<file path="src/rtl/console_pkg.sv">
`default_nettype none
// ============================================================================
//  Module : console_pkg
//  Brief  : Shared state encoding, control codes and default geometry for
//           the text console writer.
//  Rev    : 1.0  initial release
// ============================================================================
package console_pkg;

    typedef enum logic [1:0] {
        IDLE       = 2'd0,
        WRITE      = 2'd1,
        CLEAR_LINE = 2'd2,
        CLEAR_ALL  = 2'd3
    } state_t;

    localparam logic [7:0] CH_BS = 8'h08;
    localparam logic [7:0] CH_LF = 8'h0A;
    localparam logic [7:0] CH_FF = 8'h0C;
    localparam logic [7:0] CH_CR = 8'h0D;

    localparam int         DEF_COLS  = 60;
    localparam int         DEF_ROWS  = 17;
    localparam logic [7:0] DEF_BLANK = 8'h20;

endpackage
`default_nettype wire

</file>
<file path="src/rtl/text_console_writer.sv">
`default_nettype none
// ============================================================================
//  Module : text_console_writer
//  Brief  : Byte-stream front end for the text VRAM write port; decodes
//           control codes, tracks the cursor and performs screen/line clears.
//  Rev    : 1.0  initial release
// ============================================================================
module text_console_writer
    import console_pkg::*;
#(
    parameter int         COLS       = DEF_COLS,
    parameter int         ROWS       = DEF_ROWS,
    parameter logic [7:0] BLANK      = DEF_BLANK,
    parameter int         VRAM_DEPTH = 1024
) (
    input  logic       clk,
    input  logic       rst,
    input  logic       in_valid,
    input  logic [7:0] in_data,
    output logic       in_ready,
    output logic [9:0] v_ada,
    output logic [7:0] v_din,
    output logic       v_cea,
    output logic [5:0] cursor_col,
    output logic [4:0] cursor_row,
    output logic       busy
);

    generate
        if (COLS * ROWS > VRAM_DEPTH) begin : g_geom_check
            $error("text_console_writer: COLS*ROWS exceeds VRAM_DEPTH");
        end
    endgenerate

    localparam logic [9:0] c_cols_10   = 10'(COLS);
    localparam logic [9:0] c_line_last = 10'(COLS - 1);
    localparam logic [9:0] c_vram_last = 10'(VRAM_DEPTH - 1);
    localparam logic [5:0] c_col_last  = 6'(COLS - 1);
    localparam logic [4:0] c_row_last  = 5'(ROWS - 1);

    state_t     r_state;
    logic [9:0] r_fill;
    logic [5:0] r_col;
    logic [4:0] r_row;
    logic       r_cea;
    logic [9:0] r_ada;
    logic [7:0] r_din;
    logic       r_ready;
    logic       r_busy;
    logic       r_adv;

    logic [4:0] w_next_row;
    logic [9:0] w_row_base;
    logic [9:0] w_next_base;

    assign w_next_row  = (r_row == c_row_last) ? 5'd0 : r_row + 5'd1;
    assign w_row_base  = 10'(r_row) * c_cols_10;
    assign w_next_base = 10'(w_next_row) * c_cols_10;

    always_ff @(posedge clk) begin
        if (rst) begin
            r_state <= CLEAR_ALL;
            r_fill  <= 10'd0;
            r_col   <= 6'd0;
            r_row   <= 5'd0;
            r_cea   <= 1'b0;
            r_ada   <= 10'd0;
            r_din   <= 8'd0;
            r_ready <= 1'b0;
            r_busy  <= 1'b1;
            r_adv   <= 1'b0;
        end else begin
            case (r_state)
                IDLE: begin
                    if (in_valid && r_ready) begin
                        case (in_data)
                            CH_CR: r_col <= 6'd0;
                            CH_LF: begin
                                r_col   <= 6'd0;
                                r_row   <= w_next_row;
                                r_state <= CLEAR_LINE;
                                r_fill  <= 10'd0;
                                r_cea   <= 1'b1;
                                r_ada   <= w_next_base;
                                r_din   <= BLANK;
                                r_ready <= 1'b0;
                                r_busy  <= 1'b1;
                            end
                            CH_BS: begin
                                // Erase happens at the already-decremented position.
                                if (r_col != 6'd0) begin
                                    r_col   <= r_col - 6'd1;
                                    r_state <= WRITE;
                                    r_cea   <= 1'b1;
                                    r_ada   <= w_row_base + 10'(r_col) - 10'd1;
                                    r_din   <= BLANK;
                                    r_ready <= 1'b0;
                                    r_adv   <= 1'b0;
                                end
                            end
                            CH_FF: begin
                                r_col   <= 6'd0;
                                r_row   <= 5'd0;
                                r_state <= CLEAR_ALL;
                                r_fill  <= 10'd0;
                                r_cea   <= 1'b1;
                                r_ada   <= 10'd0;
                                r_din   <= BLANK;
                                r_ready <= 1'b0;
                                r_busy  <= 1'b1;
                            end
                            default: begin
                                r_state <= WRITE;
                                r_cea   <= 1'b1;
                                r_ada   <= w_row_base + 10'(r_col);
                                r_din   <= in_data;
                                r_ready <= 1'b0;
                                r_adv   <= 1'b1;
                            end
                        endcase
                    end
                end
                WRITE: begin
                    if (r_adv && (r_col == c_col_last)) begin
                        r_col   <= 6'd0;
                        r_row   <= w_next_row;
                        r_state <= CLEAR_LINE;
                        r_fill  <= 10'd0;
                        r_ada   <= w_next_base;
                        r_din   <= BLANK;
                        r_busy  <= 1'b1;
                    end else begin
                        if (r_adv) r_col <= r_col + 6'd1;
                        r_state <= IDLE;
                        r_cea   <= 1'b0;
                        r_ready <= 1'b1;
                    end
                end
                CLEAR_LINE: begin
                    if (r_fill == c_line_last) begin
                        r_state <= IDLE;
                        r_cea   <= 1'b0;
                        r_ready <= 1'b1;
                        r_busy  <= 1'b0;
                    end else begin
                        r_fill <= r_fill + 10'd1;
                        r_ada  <= r_ada + 10'd1;
                    end
                end
                CLEAR_ALL: begin
                    // Coming out of reset the pulse train is not yet running; start it at 0.
                    if (!r_cea) begin
                        r_cea  <= 1'b1;
                        r_ada  <= 10'd0;
                        r_fill <= 10'd0;
                        r_din  <= BLANK;
                    end else if (r_fill == c_vram_last) begin
                        r_state <= IDLE;
                        r_cea   <= 1'b0;
                        r_ready <= 1'b1;
                        r_busy  <= 1'b0;
                    end else begin
                        r_fill <= r_fill + 10'd1;
                        r_ada  <= r_ada + 10'd1;
                    end
                end
                default: begin
                    r_state <= CLEAR_ALL;
                    r_fill  <= 10'd0;
                    r_cea   <= 1'b0;
                    r_ready <= 1'b0;
                    r_busy  <= 1'b1;
                end
            endcase
        end
    end

    assign in_ready   = r_ready;
    assign v_ada      = r_ada;
    assign v_din      = r_din;
    assign v_cea      = r_cea;
    assign cursor_col = r_col;
    assign cursor_row = r_row;
    assign busy       = r_busy;

endmodule
`default_nettype wire
</file>
<file path="config.mk">
export PLATFORM = sky130hd
export DESIGN_NAME = text_console_writer
export DESIGN_NICKNAME = d
export VERILOG_FILES = /design/src/rtl/console_pkg.sv /design/src/rtl/text_console_writer.sv
export SDC_FILE = /design/constraint.sdc
export NUM_CORES = 1
export LEC_CHECK = 0
export BUFFER_PORTS_ARGS = -buffer_cell sky130_fd_sc_hd__buf_2
export CORE_MARGIN = 8
export CORE_UTILIZATION = 59
export DETAILED_ROUTE_END_ITERATION = 7
export PLACE_DENSITY_LB_ADDON = 0.25
export SLEW_MARGIN = 25
export SYNTH_ARGS = -nofsm -noshare
export SYNTH_HDL_FRONTEND = slang
export SYNTH_SLANG_ARGS = --single-unit
export TNS_END_PERCENT = 50
</file>
<file path="constraint.sdc">
create_clock -name clk -period 4.9 [get_ports clk]
set_input_delay 0 -clock clk [delete_from_list [all_inputs] [get_ports clk]]
set_output_delay 0 -clock clk [all_outputs]
set_load 0.01 [all_outputs]
</file>
==> summary.md, run 1 <==
| Metric | Value |
|---|---|
| Clock network power share | 12.6% |
| Cells along the critical path | inv_1, ha_1, and3_1, nor2_1, inv_1, fa_1, fa_1, inv_1, ha_1, a21o_1, a211oi_1, nor2_1, a221oi_1, nor2_1, o21ai_1, a21oi_1 |
| Post-CTS Resized | 0 |
| Largest net degree at the start of global routing | 38 |
| Sw power | 0.000977 W |
| Post-Syn Instances | 515 |
| Layout net count | 614 |
| Commonest non-fill, non-tap cell in the layout | nor2_1 |
| Worst ir drop on vdd | 242 µV |
| Post-synthesis adder-cell area fraction | 18.6% |
| YS warnings | 0 |
| Via count | 3944 |
| Dpl ws | 0.824 ns |
| Post-synth ARST share | 0% |
| Critical-path maximum fanout | 9 |
| Critical R2R Launch | cursor_row[2]$_SDFFE_PP0P_ |
| Post-synthesis mux area share | 1.92% |
| Reg2reg end | v_ada[7]$_SDFFE_PP0P_ |
| Worst path required time | 5.05 ns |
| Ys flop type | dfxtp_1 |
| Outcome | finished clean |
| Crit end category | register |
| Comb pwr share | 58.3% |
| Most frequent cells in the layout | nor2_1, inv_1, dfxtp_1, nand2_1, buf_2 |
| Initial DRC count | 345 |
| Final hold vios | 0 |
| Hold Crit Class | in -> reg |
| Input/output buffers | 42 |
| WP data arrival | 4.29 ns |
| Slowest Stage Delay on Critical Path | 0.56 ns |
| Layout Skew | 0.0156 ns |
| Post-Synth Simple-Gate Area | 23.3% |
| Yosys reg bits | 45 |
| XOR/XNOR share of the synthesized area | 7.18% |
| Worst Setup EP | v_ada[7]$_SDFFE_PP0P_ |
| Type of the worst setup path | reg -> reg |
| Syn Std Cell Area | 4160 µm² |
| Sw Share | 49.3% |
| Root Buffer | clkbuf_8 |
| Reg2Reg Depth | 16 |
| Initial DRT Pass Iterations | 5 |
| Dpl hpwl | 8120 µm |
| Grt total ovfl | 0 |
| Post-CTS Setup Repair Bufs | 0 |
| CTS tree | built |
| Layout area overhead | 9.07% |
| Startpoint Class | register |
| Die Y-Extent | 100 µm |
| Layout cells sized above 1 | 12.7% |
| Gr usage total | 21.9% |
| Max Slew Vio Count | 0 |
| Core box area | 6830 µm² |
| Global-route wire length before repair | 18000 µm |
| Internal | 0.00100 W |
| Main combinational cell family by area after synthesis | simple AND/OR/NAND/NOR gates |
| Max-slew headroom | 27.7% |
| Overall power | 0.00198 W |
| Via density | 6.10 |
| H-tree lvl count | 2 |
| Initial antenna violation count | 0 |
| Remaining antenna violation count | 0 |
| Initial core utilization | 61.0% |
| Number of global-route vias before repair | 3687 |
| Final setup viols | 0 |
| Final worst slack | 0.760 ns |
| Die Width | 100 µm |
| Clock Pin Slew Worst Setup and Hold Paths | 0.10 ns |
| Worst-margin pin slew | 1.08 ns |
| Clk buf depth | 2 |
| Die area | 10000 µm² |
| Fin cells | 647 |
| Ant diodes | 0 |
| Max-Cap Viols | 0 |
| Cell total after placement | 635 |
| Register area share after synthesis | 21.6% |
| Fin crit period | 4.14 ns |
| Ports | 43 |
| Avg Inst Size Synth | 8.09 µm² |
| DR WL/cell | 16.5 µm |
| Core Rows | 30 |
| Setup TNS Final | 0 ns |
| Total Routed Length | 10700 µm |
| Synth cell types | 70 |
| Tcrit/Tclk final | 84.5% |
| Leakage | 1.99 nW |
| Unrepaired setup endpoints after global routing | no |
| Fmax | 0.242 GHz |
| RD Place Congestion | 0.964 |
| DRC errors left | 0 |
| Part of the power in registers | 29.2% |
| Critical path startpoint | cursor_row[2]$_SDFFE_PP0P_ |
| Worst-skew pair later-pin latency | 0.31 ns |
| Post-CTS Hold Buffers | 4 |
| Mapped Nets | 579 |
| Compound-cell area share of the yosys netlist | 21.2% |
| Post-synth EDFFs | 0 |
| CTS Sinks | 45 |
| Worst R2R Setup Slack | 0.76 ns |
| Pwr dens | 436 nW/µm² |
| Critical-path top delay cell | dfxtp_1 |
| Number of buffers created by CTS | 5 |
-- routing by layer --
layer | global-route usage (%) | share of wire (%) | vias up
met3 | 4.36 | 7.3 | 21
met5 | 0 | 0 | -
met2 | 33.4 | 45 | 165
li1 | - | - | 1909
met4 | 7.79 | 2.1 | 0
met1 | 29.6 | 45 | 1849
-- critical path: cells and delay by family (launching register included) --
| family | cells | cell delay (ns) |
|---|---|---|
| fa+ha+maj | 4 | 1.59 |
| compound gates | 5 | 0.89 |
| simple gates | 4 | 0.59 |
| flops | 1 | 0.56 |
| buf+inv | 3 | 0.36 |
-- sequential cells by signal (all words and copies together) (netlist names) --
| register | count |
|---|---|
| r_fill | 10 |
| v_cea | 1 |
| cursor_col | 6 |
| v_din | 8 |
| cursor_row | 5 |
| r_state | 2 |
| v_ada | 10 |
| in_ready | 1 |
| r_adv | 1 |
| busy | 1 |
-- per-stage QoR --
step	area (µm²)	hold WS (ns)	utilization, %
6_report	4540	0.0105	66.5
4_1_cts	4540	0.00549	66.5
2_1_floorplan	4160	0.148	-
3_5_place_dp	4410	0.267	64.5
3_3_place_gp	4410	0.246	64.5
5_1_grt	4540	0.0164	66.5
-- cells by family after synthesis --
logic type                 Yosys count
and+or+nand+nor                    186
xor gates and xnor gates            31
DFF                                 45
buffers and inverters               64
AOI/OAI and AO/OA                  128
adders and majority gates           53
muxes                                8
-- final cells by class --
| cell class | instances | area (µm²) |
|---|---|---|
| Fill cell | 602 | 2290 |
| Tap cell | 96 | 120 |
| Multi-Input combinational cell | 406 | 3000 |
| Clock buffer | 5 | 68.8 |
| Timing Repair Buffer | 46 | 250 |
| Inverter | 46 | 173 |
| Clock inverter | 3 | 25.0 |
| Sequential cell | 45 | 901 |
-- how the worst min path moves through the flow --
stage	startpoint	endpoint	depth (start not counted)
2_1_floorplan	in_data[1]	v_din[1]$_SDFFE_PP0P_	2
3_3_place_gp	in_data[3]	v_din[3]$_SDFFE_PP0P_	3
3_5_place_dp	in_data[4]	v_din[4]$_SDFFE_PP0P_	3
4_1_cts	in_data[1]	v_din[1]$_SDFFE_PP0P_	3
5_1_grt	in_data[1]	v_din[1]$_SDFFE_PP0P_	3
6_report	in_data[2]	v_din[2]$_SDFFE_PP0P_	3
-- cell usage after synthesis, types with 9 or more instances --
cell      number  area share [%]
xor2_1        17             3.6
inv_1         45             4.1
dfxtp_1       45              22
nor3_1        10             1.2
nand3_1       19             2.3
a21oi_1       34             4.1
nand2_1       43             3.9
nand4_1       10             1.5
clkbuf_1       9            0.81
ha_1          38              11
xnor2_1       12             2.5
fa_1          15             7.2
nor2_1        50             4.5
a22oi_1       10             1.8
o21ai_0       24             2.9
-- power groups by stage --
stage                     sequential (W)  combinational, W  clock (W)
final                           0.000578           0.00115   0.000249
after global routing            0.000595           0.00129   0.000268
after floorplan                 0.000584          0.000841          0
after CTS                       0.000574           0.00114   0.000252
after detailed placement        0.000583           0.00114          0
after global placement          0.000577           0.00112          0
No activity file was read; power rests on OpenSTA's default activity.
==> run 2: changes to the inputs <==
--- a/config.mk
+++ b/config.mk
@@ -5,9 +5,10 @@
 export SDC_FILE = /design/constraint.sdc
 export NUM_CORES = 1
 export LEC_CHECK = 0
+export ABC_AREA = 1
 export BUFFER_PORTS_ARGS = -buffer_cell sky130_fd_sc_hd__buf_2
 export CORE_MARGIN = 8
-export CORE_UTILIZATION = 59
+export CORE_UTILIZATION = 55
 export DETAILED_ROUTE_END_ITERATION = 7
 export PLACE_DENSITY_LB_ADDON = 0.25
 export SLEW_MARGIN = 25
==> constraint.sdc (replaced) <==
create_clock -name clk -period 3.65 [get_ports clk]
set_input_delay 0 -clock clk [delete_from_list [all_inputs] [get_ports clk]]
set_output_delay 0 -clock clk [all_outputs]
set_load 0.01 [all_outputs]
==> run 2 against run 1 <==
Against the previous run: clock skew decreased by 0.0010 ns; clock-buffer cell count increased by 1; maximum frequency increased by 18%; first-iteration DRC count decreased by 26%; die area increased by 11%; final area increased by 9.1%; flip-flop and latch count unchanged; largest cell class unchanged.
==> summary.md, run 2 <==
| Metric | Value |
|---|---|
| Outcome | finished clean |
| Hold Path Sink | v_din[2]$_SDFFE_PP0P_ |
| Fin crit period | 3.51 ns (-0.635 ns) |
| Layout cells sized above 1 | 16.1% (+3.4 points) |
| Final core area utilization | 64.1% (-2.4 points) |
| WP data arrival | 3.76 ns (-0.53 ns) |
| Post-synth top area share | 20.5% (-1.2 points) |
| Die Width | 105 µm (+5.4%) |
| Layout net count | 760 (+24%) |
| Ant diodes | 0 (unchanged) |
| Layout area overhead | 12.6% |
| Fmax | 0.285 GHz (+18%) |
| Initial core utilization | 56.9% (-4.0 points) |
| CTS tree | built |
| Ports | 43 (unchanged) |
| HP Start | in_data[2] |
| Initial DRT Pass Iterations | 4 (-1) |
| Max-Cap Viols | 0 (unchanged) |
| Post-synth EDFFs | 0 (unchanged) |
| Area post-placement | 4730 µm² (+7.3%) |
| Input/output buffers | 42 (unchanged) |
| Post-Syn Instances | 647 (+26%) |
| Reg2reg end | v_ada[8]$_SDFFE_PP0P_ |
| Hold Crit Depth | 3 (unchanged) |
| Max Slew Vio Count | 0 (unchanged) |
| Mapped Nets | 711 (+23%) |
| Worst ir drop on vdd | 200 µV (-17%) |
| Unrepaired setup endpoints after global routing | yes |
| YS warnings | 0 (unchanged) |
| Syn Std Cell Area | 4400 µm² (+5.7%) |
| Post-synth top cells | nand2_1, inv_1, nand3_1, a21oi_1, nor2_1 |
| DR WL/cell | 14.5 µm (-12%) |
| Total Routed Length | 11600 µm (+8.2%) |
| Clock Pin Slew Worst Setup and Hold Paths | 0.10 ns (about the same) |
| Clk buf depth | 2 (unchanged) |
| Gr usage total | 20.9% (-0.99 points) |
| Commonest non-fill, non-tap cell in the layout | nand2_1 |
| Grt total ovfl | 0 (unchanged) |
| Fillers | 686 (+14%) |
| Leakage | 2.41 nW (+21%) |
| Final Cell Area | 4950 µm² (+9.1%) |
| Remaining antenna violation count | 0 (unchanged) |
| Die area | 11100 µm² (+11%) |
| Initial DRC count | 254 (-26%) |
| Sequential cell area | 910 µm² (+0.97%) |
| Critical R2R Launch | cursor_row[2]$_SDFFE_PP0P_ |
| Most frequent cells in the layout | nand2_1, inv_1, nand3_1, a21oi_1, nor2_1 |
| Avg Inst Size Synth | 6.80 µm² (-16%) |
| Worst path required time | 3.90 ns (-1.15 ns) |
| Dpl hpwl | 8830 µm (+8.6%) |
| Area leader, netlist | dfxtp_1 |
| Register area share after synthesis | 20.5% (-1.2 points) |
| Hold Crit Class | in -> reg |
| Yosys reg bits | 45 (unchanged) |
| Die Y-Extent | 105 µm (+5.4%) |
| RD Place Congestion | 0.947 (-1.7%) |
| Crit end category | register |
| Final setup viols | 0 (unchanged) |
| Layout Skew | 0.0145 ns (-0.00105 ns) |
| Startpoint Class | register |
| Worst R2R Setup Slack | 0.14 ns (-0.62 ns) |
| Global-route wire length before repair | 19700 µm (+9.2%) |
| Largest cells by area after synthesis | dfxtp_1, ha_1, nand2_1, inv_1, fa_1 |
| Final hold vios | 0 (unchanged) |
| Worst-skew pair later-pin latency | 0.31 ns (about the same) |
| Core Rows | 32 (+6.7%) |
| Largest net degree at the start of global routing | 26 (-32%) |
| Most common cell in the netlist | nand2_1 |
| Via count | 4433 (+12%) |
| Synth cell types | 46 (-34%) |
| Tcrit/Tclk final | 96.0% (+12 points) |
| H-tree lvl count | 2 (unchanged) |
| Reg2Reg Depth | 18 (+2) |
| Via density | 5.55 (-9.0%) |
| Core box area | 7730 µm² (+13%) |
| Critical-path maximum fanout | 6 (-3) |
| Pwr dens | 192 nW/µm² (-56%) |
| DRC errors left | 0 (unchanged) |
| Initial antenna violation count | 0 (unchanged) |
| Footprint of the multi-input gates | 3060 µm² (+1.7%) |
| Post-synth ARST share | 0% (unchanged) |
| Root Buffer | clkbuf_8 |
| Number of buffers created by CTS | 5 (unchanged) |
| CTS Sinks | 45 (unchanged) |
| Ys flop type | dfxtp_1 |
| Number of global-route vias before repair | 4281 (+16%) |
| Type of the worst setup path | reg -> reg |
| Worst-margin pin slew | 0.816 ns (-0.259 ns) |
| Max-slew headroom | 45.3% (+18 points) |
==> run 2: repair_timing <==
| item | CTS | global route |
|---|---|---|
| endpoints found under the hold margin | 5 | 0 |
| setup endpoints to repair | 1 | 4 |
| hold buffers | 5 | 0 |
| resized for setup | 1 | 15 |
| pin swaps | 0 | 6 |
| buffers inserted | 0 | 1 |
==> run 2: where the power goes <==
group	internal (W)	switching [W]	total [W]
Combinational	0.0000189	0.0000330	0.0000520
Clock	0.000206	0.000196	0.000403
Sequential	0.000493	0.00000521	0.000498
Total	0.000718	0.000235	0.000953
==> run 2: logic make-up after synthesis <==
kind of cell | count (synthesis) | share of synthesized area (%)
AO/OA/AOI/OAI | 132 | 17.4
XOR/XNOR | 18 | 3.58
AND/OR/NAND/NOR | 274 | 29.7
flip-flops | 45 | 20.5
adder cells (fa/ha/maj) | 53 | 17.6
buffers and inverters | 125 | 11.2
==> run 2: metrics by stage <==
step | hold slack (ns) | setup TNS, ns | power, W | std cells | setup WS (ns)
6_report | 0.00848 | 0 | 0.000953 | 799 | 0.144
5_1_grt | 0.0232 | -0.143 | 0.000985 | 799 | -0.0718
4_1_cts | 0.00863 | 0 | 0.000961 | 798 | 0.0700
3_5_place_dp | 0.291 | -0.0279 | 0.000558 | 785 | -0.0279
3_3_place_gp | 0.283 | 0 | 0.000557 | 785 | 0.112
2_1_floorplan | 0.160 | 0 | 0.000540 | 647 | 0.0469
==> run 2: worst max path at each step <==
| stage | startpoint | to | slack (ns) |
|---|---|---|---|
| 2_1_floorplan | cursor_row[2]$_SDFFE_PP0P_ | v_ada[7]$_SDFFE_PP0P_ | 0.05 |
| 3_3_place_gp | cursor_row[0]$_SDFFE_PP0P_ | v_ada[7]$_SDFFE_PP0P_ | 0.11 |
| 3_5_place_dp | cursor_row[0]$_SDFFE_PP0P_ | v_ada[7]$_SDFFE_PP0P_ | -0.03 |
| 4_1_cts | cursor_row[2]$_SDFFE_PP0P_ | v_ada[7]$_SDFFE_PP0P_ | 0.07 |
| 5_1_grt | cursor_row[2]$_SDFFE_PP0P_ | v_ada[9]$_SDFFE_PP0P_ | -0.07 |
| 6_report | cursor_row[2]$_SDFFE_PP0P_ | v_ada[8]$_SDFFE_PP0P_ | 0.14 |
==> run 2: final cells by class <==
cell class,instances,share of cell area [%]
multi-input combinational,477,61.7
sequential,45,18.4
inverter,110,8.34
timing repair buffer,57,6.77
tap,102,2.58
clock buffer,6,1.47
clock inverter,2,0.783
==> run 2: routing by layer <==
metal / up-vias / track usage [%] / wire length (µm)
met3: 21 / 4.38 / 670
li1: 2225 / - / -
met1: 2041 / 26.9 / 5380
met5: - / 0 / 0
met4: 0 / 6.32 / 173
met2: 146 / 34.1 / 5350
==> run 2: critical path: stages, from the launching register on <==
cell	delay (ns)
dfxtp_4	0.38
fa_1	0.57
inv_1	0.06
fa_1	0.50
fa_1	0.50
inv_1	0.06
ha_4	0.28
nand2_1	0.06
nor2_2	0.11
nor2_1	0.07
nand2_1	0.07
nand2_2	0.08
nor2_1	0.20
nand2_1	0.08
nand2_1	0.07
nand3_1	0.08
nand3_1	0.11
nand2_1	0.05
a21oi_1	0.11
